==> src/rtl/layer_seq_pkg.sv <==
// layer_seq_pkg: shared types and helpers for the layer sequencer.
package layer_seq_pkg;
    localparam int ENTRY_DIM_W = 16;

    typedef enum logic [1:0] {CONV3 = 2'd0, DWS = 2'd1, PW = 2'd2} layer_kind_t;
    typedef enum logic [2:0] {IDLE, CFG, ISSUE, WAIT, NEXT, DONE} state_t;

    typedef struct packed {
        logic [ENTRY_DIM_W-1:0] out_c;
        logic [1:0]             stride;
        layer_kind_t            kind;
    } layer_entry_t;

    function automatic logic [31:0] ceil_div_stride(input logic [31:0] x, input logic [1:0] s);
        return s == 2'd2 ? (x >> 1) + {31'd0, x[0]} : x;
    endfunction
endpackage

==> src/rtl/layer_seq_ctrl_if.sv <==
// layer_seq_ctrl_if: runner-side bundle carrying the layer/tile descriptor and run handshake.
interface layer_seq_ctrl_if #(parameter int DIM_W = 16, parameter int ADDR_W = 32);
    logic              run_start;
    logic              run_done;
    logic [1:0]        layer_kind;
    logic [DIM_W-1:0]  layer_idx;
    logic [DIM_W-1:0]  cur_in_h, cur_in_w, cur_in_c;
    logic [DIM_W-1:0]  cur_out_h, cur_out_w, cur_out_c, cur_stride;
    logic [DIM_W-1:0]  tile_out_row, tile_out_col, tile_out_h, tile_out_w;
    logic [ADDR_W-1:0] in_base_addr, out_base_addr;

    modport master (
        output run_start, layer_kind, layer_idx, cur_in_h, cur_in_w, cur_in_c,
               cur_out_h, cur_out_w, cur_out_c, cur_stride,
               tile_out_row, tile_out_col, tile_out_h, tile_out_w,
               in_base_addr, out_base_addr,
        input  run_done
    );
    modport slave (
        input  run_start, layer_kind, layer_idx, cur_in_h, cur_in_w, cur_in_c,
               cur_out_h, cur_out_w, cur_out_c, cur_stride,
               tile_out_row, tile_out_col, tile_out_h, tile_out_w,
               in_base_addr, out_base_addr,
        output run_done
    );
endinterface

==> src/rtl/tile_iter.sv <==
// tile_iter: raster walk (column fastest) over a layer's output tiles with edge clipping.
module tile_iter #(
    parameter int DIM_W  = 16,
    parameter int IDX_W  = 16,
    parameter int TILE_H = 16,
    parameter int TILE_W = 16
) (
    input  logic             clk,
    input  logic             rst_n,
    input  logic             clr,
    input  logic             step,
    input  logic [DIM_W-1:0] out_h,
    input  logic [DIM_W-1:0] out_w,
    output logic [DIM_W-1:0] row,
    output logic [DIM_W-1:0] col,
    output logic [DIM_W-1:0] th,
    output logic [DIM_W-1:0] tw,
    output logic [IDX_W-1:0] idx,
    output logic             last
);
    logic [DIM_W-1:0] rem_h, rem_w;
    logic             row_end;

    assign rem_h   = out_h - row;
    assign rem_w   = out_w - col;
    assign th      = rem_h < DIM_W'(TILE_H) ? rem_h : DIM_W'(TILE_H);
    assign tw      = rem_w < DIM_W'(TILE_W) ? rem_w : DIM_W'(TILE_W);
    assign row_end = rem_w <= DIM_W'(TILE_W);
    assign last    = row_end && rem_h <= DIM_W'(TILE_H);

    always_ff @(posedge clk or negedge rst_n) begin
        if (!rst_n) begin
            row <= '0;
            col <= '0;
            idx <= '0;
        end else if (clr) begin
            row <= '0;
            col <= '0;
            idx <= '0;
        end else if (step) begin
            col <= row_end ? '0 : col + DIM_W'(TILE_W);
            row <= row_end ? row + DIM_W'(TILE_H) : row;
            idx <= idx + IDX_W'(1);
        end
    end
endmodule

==> src/rtl/layer_seq_ctrl.sv <==
// layer_seq_ctrl: programmable per-layer tile sequencer driving the conv/DWS/PW runners.
// Define LAYER_SEQ_PERF_EN to add the perf_cycles / perf_skipped counters.
module layer_seq_ctrl
    import layer_seq_pkg::*;
#(
    parameter int DIM_W       = 16,
    parameter int ADDR_W      = 32,
    parameter int MASK_ADDR_W = 16,
    parameter int MAX_LAYERS  = 32,
    parameter int TILE_H      = 16,
    parameter int TILE_W      = 16
) (
    input  logic                          clk,
    input  logic                          rst_n,
    input  logic                          start,
    input  logic                          abort,
    output logic                          busy,
    output logic                          done,
    output logic                          aborted,
    input  logic                          tbl_wr_en,
    input  logic [$clog2(MAX_LAYERS)-1:0] tbl_wr_addr,
    input  logic [DIM_W-1:0]              tbl_wr_out_c,
    input  logic [1:0]                    tbl_wr_stride,
    input  logic [1:0]                    tbl_wr_kind,
    input  logic [$clog2(MAX_LAYERS):0]   cfg_num_layers,
    input  logic [DIM_W-1:0]              cfg_in_h,
    input  logic [DIM_W-1:0]              cfg_in_w,
    input  logic [DIM_W-1:0]              cfg_in_c,
    input  logic [ADDR_W-1:0]             cfg_fm_base0,
    input  logic [ADDR_W-1:0]             cfg_fm_base1,
    input  logic                          tile_skip_en,
    output logic [MASK_ADDR_W-1:0]        tile_mask_addr,
    input  logic                          tile_mask_data,
    layer_seq_ctrl_if.master              run
`ifdef LAYER_SEQ_PERF_EN
    ,
    output logic [31:0]                   perf_cycles,
    output logic [MASK_ADDR_W-1:0]        perf_skipped
`endif
);
    state_t                 state;
    layer_entry_t           tbl [MAX_LAYERS];
    layer_entry_t           ent;
    logic [MASK_ADDR_W-1:0] mask_base, tile_idx;
    logic                   base_sel, keep, step, last;
    logic [DIM_W-1:0]       nxt_oh, nxt_ow, last_layer;
    logic [DIM_W-1:0]       t_row, t_col, t_h, t_w;

    // Strides other than 2 collapse to 1 so the CFG divide only ever sees 1 or 2.
    always_ff @(posedge clk)
        if (tbl_wr_en && state == IDLE)
            tbl[tbl_wr_addr] <= '{out_c:  ENTRY_DIM_W'(tbl_wr_out_c),
                                  stride: tbl_wr_stride == 2'd2 ? 2'd2 : 2'd1,
                                  kind:   layer_kind_t'(tbl_wr_kind)};

    assign ent            = tbl[run.layer_idx[$clog2(MAX_LAYERS)-1:0]];
    assign nxt_oh         = DIM_W'(ceil_div_stride(32'(run.cur_in_h), ent.stride));
    assign nxt_ow         = DIM_W'(ceil_div_stride(32'(run.cur_in_w), ent.stride));
    assign last_layer     = DIM_W'(cfg_num_layers) - DIM_W'(1);
    assign keep           = !tile_skip_en || tile_mask_data;
    assign step           = !abort && ((state == ISSUE && !keep) || (state == WAIT && run.run_done));
    assign busy           = state != IDLE;
    assign tile_mask_addr = mask_base + tile_idx;
    assign run.in_base_addr  = base_sel ? cfg_fm_base1 : cfg_fm_base0;
    assign run.out_base_addr = base_sel ? cfg_fm_base0 : cfg_fm_base1;
    assign run.tile_out_row  = t_row;
    assign run.tile_out_col  = t_col;
    assign run.tile_out_h    = t_h;
    assign run.tile_out_w    = t_w;

    tile_iter #(.DIM_W(DIM_W), .IDX_W(MASK_ADDR_W), .TILE_H(TILE_H), .TILE_W(TILE_W)) u_iter (
        .clk   (clk),
        .rst_n (rst_n),
        .clr   (state == CFG),
        .step  (step),
        .out_h (run.cur_out_h),
        .out_w (run.cur_out_w),
        .row   (t_row),
        .col   (t_col),
        .th    (t_h),
        .tw    (t_w),
        .idx   (tile_idx),
        .last  (last)
    );

    always_ff @(posedge clk or negedge rst_n) begin
        if (!rst_n) begin
            state          <= IDLE;
            done           <= 1'b0;
            aborted        <= 1'b0;
            run.run_start  <= 1'b0;
            run.layer_idx  <= '0;
            run.layer_kind <= '0;
            run.cur_in_h   <= '0;
            run.cur_in_w   <= '0;
            run.cur_in_c   <= '0;
            run.cur_out_h  <= '0;
            run.cur_out_w  <= '0;
            run.cur_out_c  <= '0;
            run.cur_stride <= '0;
            mask_base      <= '0;
            base_sel       <= 1'b0;
        end else begin
            done          <= 1'b0;
            aborted       <= 1'b0;
            run.run_start <= 1'b0;
            if (abort && state != IDLE) begin
                state   <= IDLE;
                aborted <= 1'b1;
            end else begin
                case (state)
                    IDLE: if (start) begin
                        run.cur_in_h  <= cfg_in_h;
                        run.cur_in_w  <= cfg_in_w;
                        run.cur_in_c  <= cfg_in_c;
                        run.layer_idx <= '0;
                        mask_base     <= '0;
                        base_sel      <= 1'b0;
                        state         <= cfg_num_layers == '0 ? DONE : CFG;
                    end
                    CFG: begin
                        run.cur_out_h  <= nxt_oh;
                        run.cur_out_w  <= nxt_ow;
                        run.cur_out_c  <= DIM_W'(ent.out_c);
                        run.cur_stride <= DIM_W'(ent.stride);
                        run.layer_kind <= ent.kind;
                        state          <= (nxt_oh == '0 || nxt_ow == '0) ? NEXT : ISSUE;
                    end
                    ISSUE: begin
                        run.run_start <= keep;
                        state         <= keep ? WAIT : (last ? NEXT : ISSUE);
                    end
                    WAIT: if (run.run_done) state <= last ? NEXT : ISSUE;
                    // tile_idx now holds this layer's tile count, so it advances the mask base.
                    NEXT: begin
                        run.cur_in_h  <= run.cur_out_h;
                        run.cur_in_w  <= run.cur_out_w;
                        run.cur_in_c  <= run.cur_out_c;
                        base_sel      <= !base_sel;
                        mask_base     <= mask_base + tile_idx;
                        run.layer_idx <= run.layer_idx == last_layer ? run.layer_idx : run.layer_idx + DIM_W'(1);
                        state         <= run.layer_idx == last_layer ? DONE : CFG;
                    end
                    DONE: begin
                        done  <= 1'b1;
                        state <= IDLE;
                    end
                    default: state <= IDLE;
                endcase
            end
        end
    end

`ifdef LAYER_SEQ_PERF_EN
    always_ff @(posedge clk or negedge rst_n) begin
        if (!rst_n) begin
            perf_cycles  <= '0;
            perf_skipped <= '0;
        end else if (state == IDLE) begin
            perf_cycles  <= start ? '0 : perf_cycles;
            perf_skipped <= start ? '0 : perf_skipped;
        end else begin
            perf_cycles  <= perf_cycles + 32'd1;
            perf_skipped <= perf_skipped + MASK_ADDR_W'(state == ISSUE && !keep && !abort);
        end
    end
`endif
endmodule
==> src/flat_wrapper.sv <==
// flat-port wrapper written by rule: the top's interface ports become plain ports
module layer_seq_ctrl_flat import layer_seq_pkg::*;
#(
    parameter int DIM_W       = 16,
    parameter int ADDR_W      = 32,
    parameter int MASK_ADDR_W = 16,
    parameter int MAX_LAYERS  = 32,
    parameter int TILE_H      = 16,
    parameter int TILE_W      = 16
)
  (clk, rst_n, start, abort, busy, done, aborted, tbl_wr_en, tbl_wr_addr, tbl_wr_out_c, tbl_wr_stride, tbl_wr_kind, cfg_num_layers, cfg_in_h, cfg_in_w, cfg_in_c, cfg_fm_base0, cfg_fm_base1, tile_skip_en, tile_mask_addr, tile_mask_data, run_run_start, run_layer_kind, run_layer_idx, run_cur_in_h, run_cur_in_w, run_cur_in_c, run_cur_out_h, run_cur_out_w, run_cur_out_c, run_cur_stride, run_tile_out_row, run_tile_out_col, run_tile_out_h, run_tile_out_w, run_in_base_addr, run_out_base_addr, run_run_done);
  layer_seq_ctrl_if #(.DIM_W(DIM_W), .ADDR_W(ADDR_W)) run_i ();
  input  logic clk;
  input  logic rst_n;
  input  logic start;
  input  logic abort;
  output logic busy;
  output logic done;
  output logic aborted;
  input  logic tbl_wr_en;
  input  logic [$clog2(MAX_LAYERS)-1:0] tbl_wr_addr;
  input  logic [DIM_W-1:0] tbl_wr_out_c;
  input  logic [1:0] tbl_wr_stride;
  input  logic [1:0] tbl_wr_kind;
  input  logic [$clog2(MAX_LAYERS):0] cfg_num_layers;
  input  logic [DIM_W-1:0] cfg_in_h;
  input  logic [DIM_W-1:0] cfg_in_w;
  input  logic [DIM_W-1:0] cfg_in_c;
  input  logic [ADDR_W-1:0] cfg_fm_base0;
  input  logic [ADDR_W-1:0] cfg_fm_base1;
  input  logic tile_skip_en;
  output logic [MASK_ADDR_W-1:0] tile_mask_addr;
  input  logic tile_mask_data;
  output wire logic [$bits(run_i.run_start)-1:0] run_run_start;
  output wire logic [$bits(run_i.layer_kind)-1:0] run_layer_kind;
  output wire logic [$bits(run_i.layer_idx)-1:0] run_layer_idx;
  output wire logic [$bits(run_i.cur_in_h)-1:0] run_cur_in_h;
  output wire logic [$bits(run_i.cur_in_w)-1:0] run_cur_in_w;
  output wire logic [$bits(run_i.cur_in_c)-1:0] run_cur_in_c;
  output wire logic [$bits(run_i.cur_out_h)-1:0] run_cur_out_h;
  output wire logic [$bits(run_i.cur_out_w)-1:0] run_cur_out_w;
  output wire logic [$bits(run_i.cur_out_c)-1:0] run_cur_out_c;
  output wire logic [$bits(run_i.cur_stride)-1:0] run_cur_stride;
  output wire logic [$bits(run_i.tile_out_row)-1:0] run_tile_out_row;
  output wire logic [$bits(run_i.tile_out_col)-1:0] run_tile_out_col;
  output wire logic [$bits(run_i.tile_out_h)-1:0] run_tile_out_h;
  output wire logic [$bits(run_i.tile_out_w)-1:0] run_tile_out_w;
  output wire logic [$bits(run_i.in_base_addr)-1:0] run_in_base_addr;
  output wire logic [$bits(run_i.out_base_addr)-1:0] run_out_base_addr;
  input wire logic [$bits(run_i.run_done)-1:0] run_run_done;
  assign run_run_start = run_i.run_start;
  assign run_layer_kind = run_i.layer_kind;
  assign run_layer_idx = run_i.layer_idx;
  assign run_cur_in_h = run_i.cur_in_h;
  assign run_cur_in_w = run_i.cur_in_w;
  assign run_cur_in_c = run_i.cur_in_c;
  assign run_cur_out_h = run_i.cur_out_h;
  assign run_cur_out_w = run_i.cur_out_w;
  assign run_cur_out_c = run_i.cur_out_c;
  assign run_cur_stride = run_i.cur_stride;
  assign run_tile_out_row = run_i.tile_out_row;
  assign run_tile_out_col = run_i.tile_out_col;
  assign run_tile_out_h = run_i.tile_out_h;
  assign run_tile_out_w = run_i.tile_out_w;
  assign run_in_base_addr = run_i.in_base_addr;
  assign run_out_base_addr = run_i.out_base_addr;
  assign run_i.run_done = run_run_done;
  layer_seq_ctrl #(.DIM_W(DIM_W), .ADDR_W(ADDR_W), .MASK_ADDR_W(MASK_ADDR_W), .MAX_LAYERS(MAX_LAYERS), .TILE_H(TILE_H), .TILE_W(TILE_W)) u_core (.clk(clk), .rst_n(rst_n), .start(start), .abort(abort), .busy(busy), .done(done), .aborted(aborted), .tbl_wr_en(tbl_wr_en), .tbl_wr_addr(tbl_wr_addr), .tbl_wr_out_c(tbl_wr_out_c), .tbl_wr_stride(tbl_wr_stride), .tbl_wr_kind(tbl_wr_kind), .cfg_num_layers(cfg_num_layers), .cfg_in_h(cfg_in_h), .cfg_in_w(cfg_in_w), .cfg_in_c(cfg_in_c), .cfg_fm_base0(cfg_fm_base0), .cfg_fm_base1(cfg_fm_base1), .tile_skip_en(tile_skip_en), .tile_mask_addr(tile_mask_addr), .tile_mask_data(tile_mask_data), .run(run_i));
endmodule
==> config.mk <==
export PLATFORM = sky130hd
export DESIGN_NAME = layer_seq_ctrl_flat
export DESIGN_NICKNAME = d
export VERILOG_FILES = /design/src/rtl/layer_seq_pkg.sv /design/src/rtl/layer_seq_ctrl_if.sv /design/src/rtl/tile_iter.sv /design/src/rtl/layer_seq_ctrl.sv /design/src/flat_wrapper.sv
export SDC_FILE = /design/constraint.sdc
export NUM_CORES = 1
export LEC_CHECK = 0
export ABC_AREA = 1
export ABC_CLOCK_PERIOD_IN_PS = 2800
export BUFFER_PORTS_ARGS = -buffer_cell sky130_fd_sc_hd__buf_4
export CORE_UTILIZATION = 38
export CTS_BUF_LIST = sky130_fd_sc_hd__clkbuf_16
export CTS_CLUSTER_DIAMETER = 150
export DETAILED_ROUTE_END_ITERATION = 7
export GPL_TIMING_DRIVEN = 0
export PLACE_DENSITY = 0.56
export RECOVER_POWER = 100
export SKIP_LAST_GASP = 1
export SYNTH_ARGS = -nofsm -noshare
export SYNTH_HDL_FRONTEND = slang
export SYNTH_SLANG_ARGS = --single-unit
==> constraint.sdc <==
create_clock -name clk -period 2.8 [get_ports clk]
set_input_delay 0.14 -clock clk [delete_from_list [all_inputs] [get_ports clk]]
set_output_delay 0.14 -clock clk [all_outputs]
set_load 0.01 [all_outputs]
==> results.toml, run 1 <==
[floorplanning]
dieHeight_um = 316.6
rows = 115
coreArea_sq_um = 98280
initial_core_util_pct = 38.26
dieArea_sq_um = 100200
dieWidth_um = 316.6
ios = 429

[flow_run]
drv_cap = 19

[sta]
setup_viol = 415
tightest_slew_ns = 2.154
finalCritPeriodShare_pct = 114.9
rsz0062_at_grt = "yes"
fin_crit_ns = 3.218
final-max-slew-violation-count = 676
worst_hold_slack_ns = 0.06944
finalHoldViolations = 0
worst_slack_ns = -0.4178
slew_headroom_pct = -43.62
skew_ns = 0.05545
fmax_ghz = 0.3108

[grt]
overflow = 0
grt_max_degree = 100
grt_util_all_layers_pct = 28.23
grt_pass1_wl_mm = 204.7
antenna_found_initial = 1
grt_pass1_vias = 29460

[drt]
remaining_drc_errors = 0
routed_wl_mm = 146.9
ant_nets = 0
drtIter0Drc = 3691
routedWlPerCell_um = 25.46
first_pass_iters = 6
routed-via-count = 31690
avgViaCountPerCell = 5.494

[clock_tree]
cts_tree = "yes"
cts_buffers = 89
clock-sinks = 819
cts_buffer_depth = 3
clk_latency_ns = 0.70
cts_htree_levels = 3
cts_root_buf = "clkbuf_16"
path_clk_slew_ns = 0.06

[yosys]
synthCells = 3681
avgSynthCellArea_sq_um = 10.22
ys_ff_latch = 819
syn-cell-area_sq_um = 37600
yosysSeqAreaShare_pct = 63.02
synth-edff-count = 640
yosys_warnings = 0
synth_cell_types = 52
async_flop_share_pct = 21.86
synth_top_flop_cell = "edfxtp_1"

[place]
dp_hpwl_mm = 100.2
io_buffer_count = 384
place_congestion = 0.9767

[critical_path]
critPathSlowestCell = "nor2_4"
worstSetupPathType = "reg -> reg"
required_ns = 3.09
cp_num_buf_inv = 2
timing.critical_path.max_delay_family = "simple AND/OR/NAND/NOR gates"
crit_chain = "inv_1 -> nand2_2 -> nor2_2 -> inv_1 -> nor2_4 -> nand3_2 -> nor2_4"
worstPathArrival_ns = 3.51
start_kind = "register"
cp-end-kind = "register"
crit_fanout = 20
slowest_delay_ns = 0.92

[layout]
area_growth_pct = 26.04
final_cell_mix = "640 x edfxtp_1, 544 x nor2_1, 518 x o21ai_0"
final_common_cell = "edfxtp_1"
drive_gt1_share_pct = 16.78
fin_nets = 4609

[power_and_ir_drop]
power.density_nw_per_um2 = 821.9
power.total_mw = 38.96
irDropWorstVdd_mv = 0.5424
power_leakage_nw = 18.22

[min_path]
hp-class = "in -> reg"

[run_status]
status = "finished with violations"
failed_checks = "capacitance limit, slew limit, setup timing"
==> worst paths after layout <==
kind	startpoint	to	slack, ns	cells after the start
worst max register to register	u_core.state[0]	u_core.tbl[29][16]	-0.42	7
worst max-delay path	u_core.state[0]	u_core.tbl[29][16]	-0.42	7
worst min-delay path	cfg_num_layers[5]	u_core.state[2]	0.07	8
min in group asynchronous	rst_n	u_core.mask_base[10]	0.62	2
max in group asynchronous	rst_n	u_core.run.layer_kind[1]	0.21	3
worst min register to register	u_core.run.cur_stride[0]	u_core.run.cur_stride[0]	0.50	2
==> worst min-delay path, cell delays in order <==
cell and delay, ns:
buf_4 0.09, inv_1 0.03, nand2_1 0.05, nor2_1 0.05
nand3_1 0.06, nand2_1 0.07, a21oi_1 0.12, a21boi_1 0.07
==> synthesized netlist by cell type (4+ instances only) <==
cell type	count	area (sq um)
a211oi_1	4	30.03
a21o_1	6	45.04
a21oi_1	59	295.3
a31oi_1	35	219.0
buf_1	6	22.52
buf_2	34	170.2
buf_4	52	390.4
buf_6	8	90.09
clkbuf_1	147	551.8
dfrtp_1	179	4479
edfxtp_1	640	19220
ha_1	49	613.1
inv_1	256	960.9
nand2_1	515	1933
nand2_2	4	25.02
nand3_1	133	665.6
nand3b_1	6	45.04
nand4_1	23	143.9
nor2_1	582	2185
nor3_1	38	190.2
nor4_1	11	68.82
o211ai_1	22	165.2
o21ai_0	526	2633
o21ai_1	22	110.1
o21bai_1	5	37.54
o22ai_1	186	1164
o31ai_1	7	52.55
o32ai_1	13	113.9
xnor2_1	18	157.7
xor2_1	63	551.8
==> power breakdown <==
group / total [mW] / internal, mW / switching, mW / leakage (nW)
logic: 11.8 / 4.03 / 7.77 / 8.70
clock network: 11.7 / 6.53 / 5.17 / 1.48
registers: 15.4 / 14.0 / 1.42 / 8.04
==> area by class of cell <==
cell class	count	area, sq um
Tap cell	1287	1610
Multi-Input combinational cell	2414	12890
Buffer	245	1374
Timing Repair Buffer	580	3953
Inverter	259	983.4
Clock buffer	90	2252
Sequential cell	819	23700
Clock inverter	74	626.9
Antenna cell	1	2.502
Fill cell	9296	50880
==> flip-flops by register name, summed over array words and instances, names as in the netlist, 12 cells and up <==
name / count
u_core.tbl: 640
u_core.mask_base: 16
u_core.run.cur_in_c: 16
u_core.run.cur_in_h: 16
u_core.run.cur_in_w: 16
u_core.run.cur_out_c: 16
u_core.run.cur_out_h: 16
u_core.run.cur_out_w: 16
u_core.run.layer_idx: 16
u_core.u_iter.idx: 16
u_core.u_iter.col: 12
u_core.u_iter.row: 12
==> per-stage QoR <==
step / setup WS, ns / cells / TNS [ns] / area, sq um / util, %
after CTS: -0.3802 / 5722 / -126.63 / 47740 / 48.58
after detailed placement: -1.028 / 5409 / -336.52 / 42690 / 43.44
after global routing: -0.5509 / 5768 / -147.40 / 47400 / 48.23
after global placement: -1.468 / 5397 / -885.44 / 42270 / 43.01
final: -0.4178 / 5769 / -74.10 / 47400 / 48.23
after floorplan: 0.2389 / 3726 / 0 / 37770 / -
==> logic make-up (layout without fill, tap and decap cells) <==
| group | Yosys count | count (layout) | share of synthesized area (%) |
|---|---|---|---|
| fa+ha+maj | 50 | 50 | 1.684 |
| compound gates | 893 | 893 | 13.12 |
| other cells | 1 | 47 | 0.009972 |
| buf+inv | 506 | 1248 | 5.846 |
| flops | 819 | 819 | 63.02 |
| xor+xnor | 81 | 81 | 1.887 |
| simple gates | 1331 | 1344 | 14.44 |
==> layer usage <==
| metal | vias to the layer above | routed length [um] | part of all wire, % | global-route usage (%) |
|---|---|---|---|---|
| met4 | 2 | 5214 | 3.5 | 9.309 |
| met2 | 1616 | 64710 | 44 | 43.18 |
| met5 | - | 8 | 0.0054 | 0 |
| met3 | 267 | 15160 | 10 | 5.435 |
| li1 | 14290 | - | - | - |
| met1 | 15510 | 61790 | 42 | 40.28 |
==> timing repair <==
| action | CTS | global route |
|---|---|---|
| hold buffers | 73 | 0 |
| buffers inserted | 71 | 40 |
| resized for setup | 203 | 110 |
| endpoints found under the setup margin | 791 | 622 |
| hold endpoints to repair | 727 | 0 |
| gates cloned | 7 | 6 |
| pin swaps | 35 | 45 |
Power figures use the tool's default switching activity.
==> inputs of run 2 (changes only) <==
PLACE_DENSITY = unset   (was 0.56)
==> run 2 against run 1 <==
The flow still finishes with violations (capacitance limit, slew limit, setup timing). Largest power group unchanged. Critical endpoint is now run_tile_out_w[2]. Count of clock-buffer cells in the layout down 1. Non-clock buffer count up 12. Register-to-register slack better by 0.16 ns. Clock power about the same. Highest routed layer unchanged.
==> results.toml, run 2 (synthesis gave the netlist of run 1 again) <==
[sta]
finalCritPeriodShare_pct = 113.4
finalHoldViolations = 0
worst_slack_ns = -0.3757
final-max-slew-violation-count = 649
slew_headroom_pct = -72.96
fmax_ghz = 0.3149
skew_ns = 0.07978
rsz0062_at_grt = "yes"
fin_crit_ns = 3.176
worst_hold_slack_ns = 0.05928
setup_viol = 128
tightest_slew_ns = 2.594

[critical_path]
cp_num_buf_inv = 1
start_kind = "register"
worstSetupPathType = "reg -> out"
timing.critical_path.max_delay_family = "simple AND/OR/NAND/NOR gates"
critPathSlowestCell = "dfrtp_2"
worstPathArrival_ns = 3.04
rrSetupSlack_ns = -0.26
r2r_start = "u_core.state[0]"
timing.rr.end = "u_core.run.layer_idx[12]"
cp-startpoint = "u_core.run.cur_out_w[4]"
crit_fanout = 5
crit_chain = "ha_4 -> nand2_2 -> nand3b_1 -> nand2_2 -> o21bai_4 -> nand2_1 -> nand3_1 -> nand3_1 -> nor2_4 -> nand2_1 -> or3_4 -> nor2_2 -> buf_4"
slowest_delay_ns = 0.46
cp-end-kind = "primary output"
required_ns = 2.66
rr_worst_depth = 15

[layout]
largest_register_ff_count = 640
multi_input_area_sq_um = 12990
top_register = "u_core.tbl"
fill_cells = 9205
final_cell_mix = "640 x edfxtp_1, 536 x nor2_1, 518 x o21ai_0"
final_cells = 5775
fin_nets = 4612
final-seq-area_sq_um = 23710
area_growth_pct = 26.78
final_common_cell = "edfxtp_1"
final_area_sq_um = 47670
drive_gt1_share_pct = 18.08
final_core_util_pct = 48.51

[drt]
routedWlPerCell_um = 24.60
ant_nets = 0
drtIter0Drc = 3775
remaining_drc_errors = 0
first_pass_iters = 5
routed-via-count = 31810
highest_layer = "met5"
wl_met2_mm = 63.90
met1_length_mm = 59.33
routed_wl_mm = 142.1
dr_wl_met3_mm = 14.65
avgViaCountPerCell = 5.508

[grt]
grt_pass1_wl_mm = 200.3
grt_pass1_vias = 29270
grt_util_all_layers_pct = 27.47
antenna_found_initial = 5
overflow = 0
grt_max_degree = 93

[power_and_ir_drop]
power.density_nw_per_um2 = 813.4
p_switching_mw = 14.35
p_int_mw = 24.43
power_leakage_nw = 18.33
irDropWorstVdd_mv = 0.5217
combPwrFrac_pct = 30.7
switching_share_pct = 37.01
seqPwrFrac_pct = 39.7
clkPwrFrac_pct = 29.6

[clock_tree]
cts_htree_levels = 3
path_clk_slew_ns = 0.06
clk_latency_ns = 0.69
cts_buffers = 89
cts_tree = "yes"
clock-sinks = 819
cts_buffer_depth = 3
cts_root_buf = "clkbuf_16"

[floorplanning]
dieArea_sq_um = 100200
ios = 429
coreArea_sq_um = 98280
initial_core_util_pct = 38.26
rows = 115
dieHeight_um = 316.6
dieWidth_um = 316.6

[min_path]
worstHoldStart = "tile_skip_en"
hold_end = "u_core.run.run_start"
holdPathStages = 6
hp-class = "in -> reg"

[place]
placed_cells = 5427
placed_cell_area_sq_um = 42870
place_congestion = 0.9743
io_buffer_count = 384
place_ws_ns = -0.8349
dp_hpwl_mm = 99.97

[run_status]
failed_checks = "capacitance limit, slew limit, setup timing"
status = "finished with violations"

[flow_run]
drv_cap = 18
run 2: power by group through the flow:
stage / Clock (mW) / Sequential, mW / Combinational, mW
after global routing: 12.0 / 15.5 / 12.8
after CTS: 11.5 / 15.4 / 11.9
after floorplan: 0 / 15.3 / 5.62
after detailed placement: 0 / 15.6 / 10.4
final: 11.5 / 15.4 / 11.9
after global placement: 0 / 15.6 / 10.3
run 2: worst max path at each step:
stage / to / cells past startpoint / slack, ns
floorplan: run_tile_out_w[0] / 15 / 0.24
global placement: u_core.tbl[29][11] / 7 / -1.36
detailed placement: u_core.run.cur_out_c[14] / 11 / -0.83
CTS: run_tile_out_w[1] / 15 / -0.40
global route: run_tile_out_w[0] / 14 / -0.56
finish: run_tile_out_w[2] / 13 / -0.38
run 2: final cells by class:
cell class              count  area share, %
flip-flops and latches    819          49.73
multi-input cells        2405          27.24
repair buffers            593          8.792
clock buffers              89          4.672
well taps                1287          3.378
plain buffers             244          2.900
inverters                 259          2.039
clock inverters            76          1.226
diodes                      3        0.01575
run 2: metal layers:
layer	track usage [%]	vias up
li1	-	14280
met1	39.31	15600
met2	42.17	1690
met3	5.304	234
met4	8.326	2
met5	0	-
run 2: metrics by stage:
step / TNS (ns) / total power, mW
3_5_place_dp: -207.51 / 26.03
6_report: -14.18 / 38.78
5_1_grt: -76.53 / 40.28
3_3_place_gp: -803.56 / 25.93
4_1_cts: -6.345 / 38.75
2_1_floorplan: 0 / 20.89
run 2: what timing repair did:
action,in CTS,in global routing
hold endpoints to repair,751,0
setup buffers,85,27
gates cloned,3,1
setup endpoints to repair,727,522
hold buffers,73,0
pin swaps,35,46
gates resized for setup,246,125
run 2: worst reg2reg max path: cells and delay by family, from the launching register on:
kind / cells / cell delay [ns]
flip-flops: 1 / 0.39
buffers and inverters: 2 / 0.49
AND/OR/NAND/NOR: 13 / 2.07
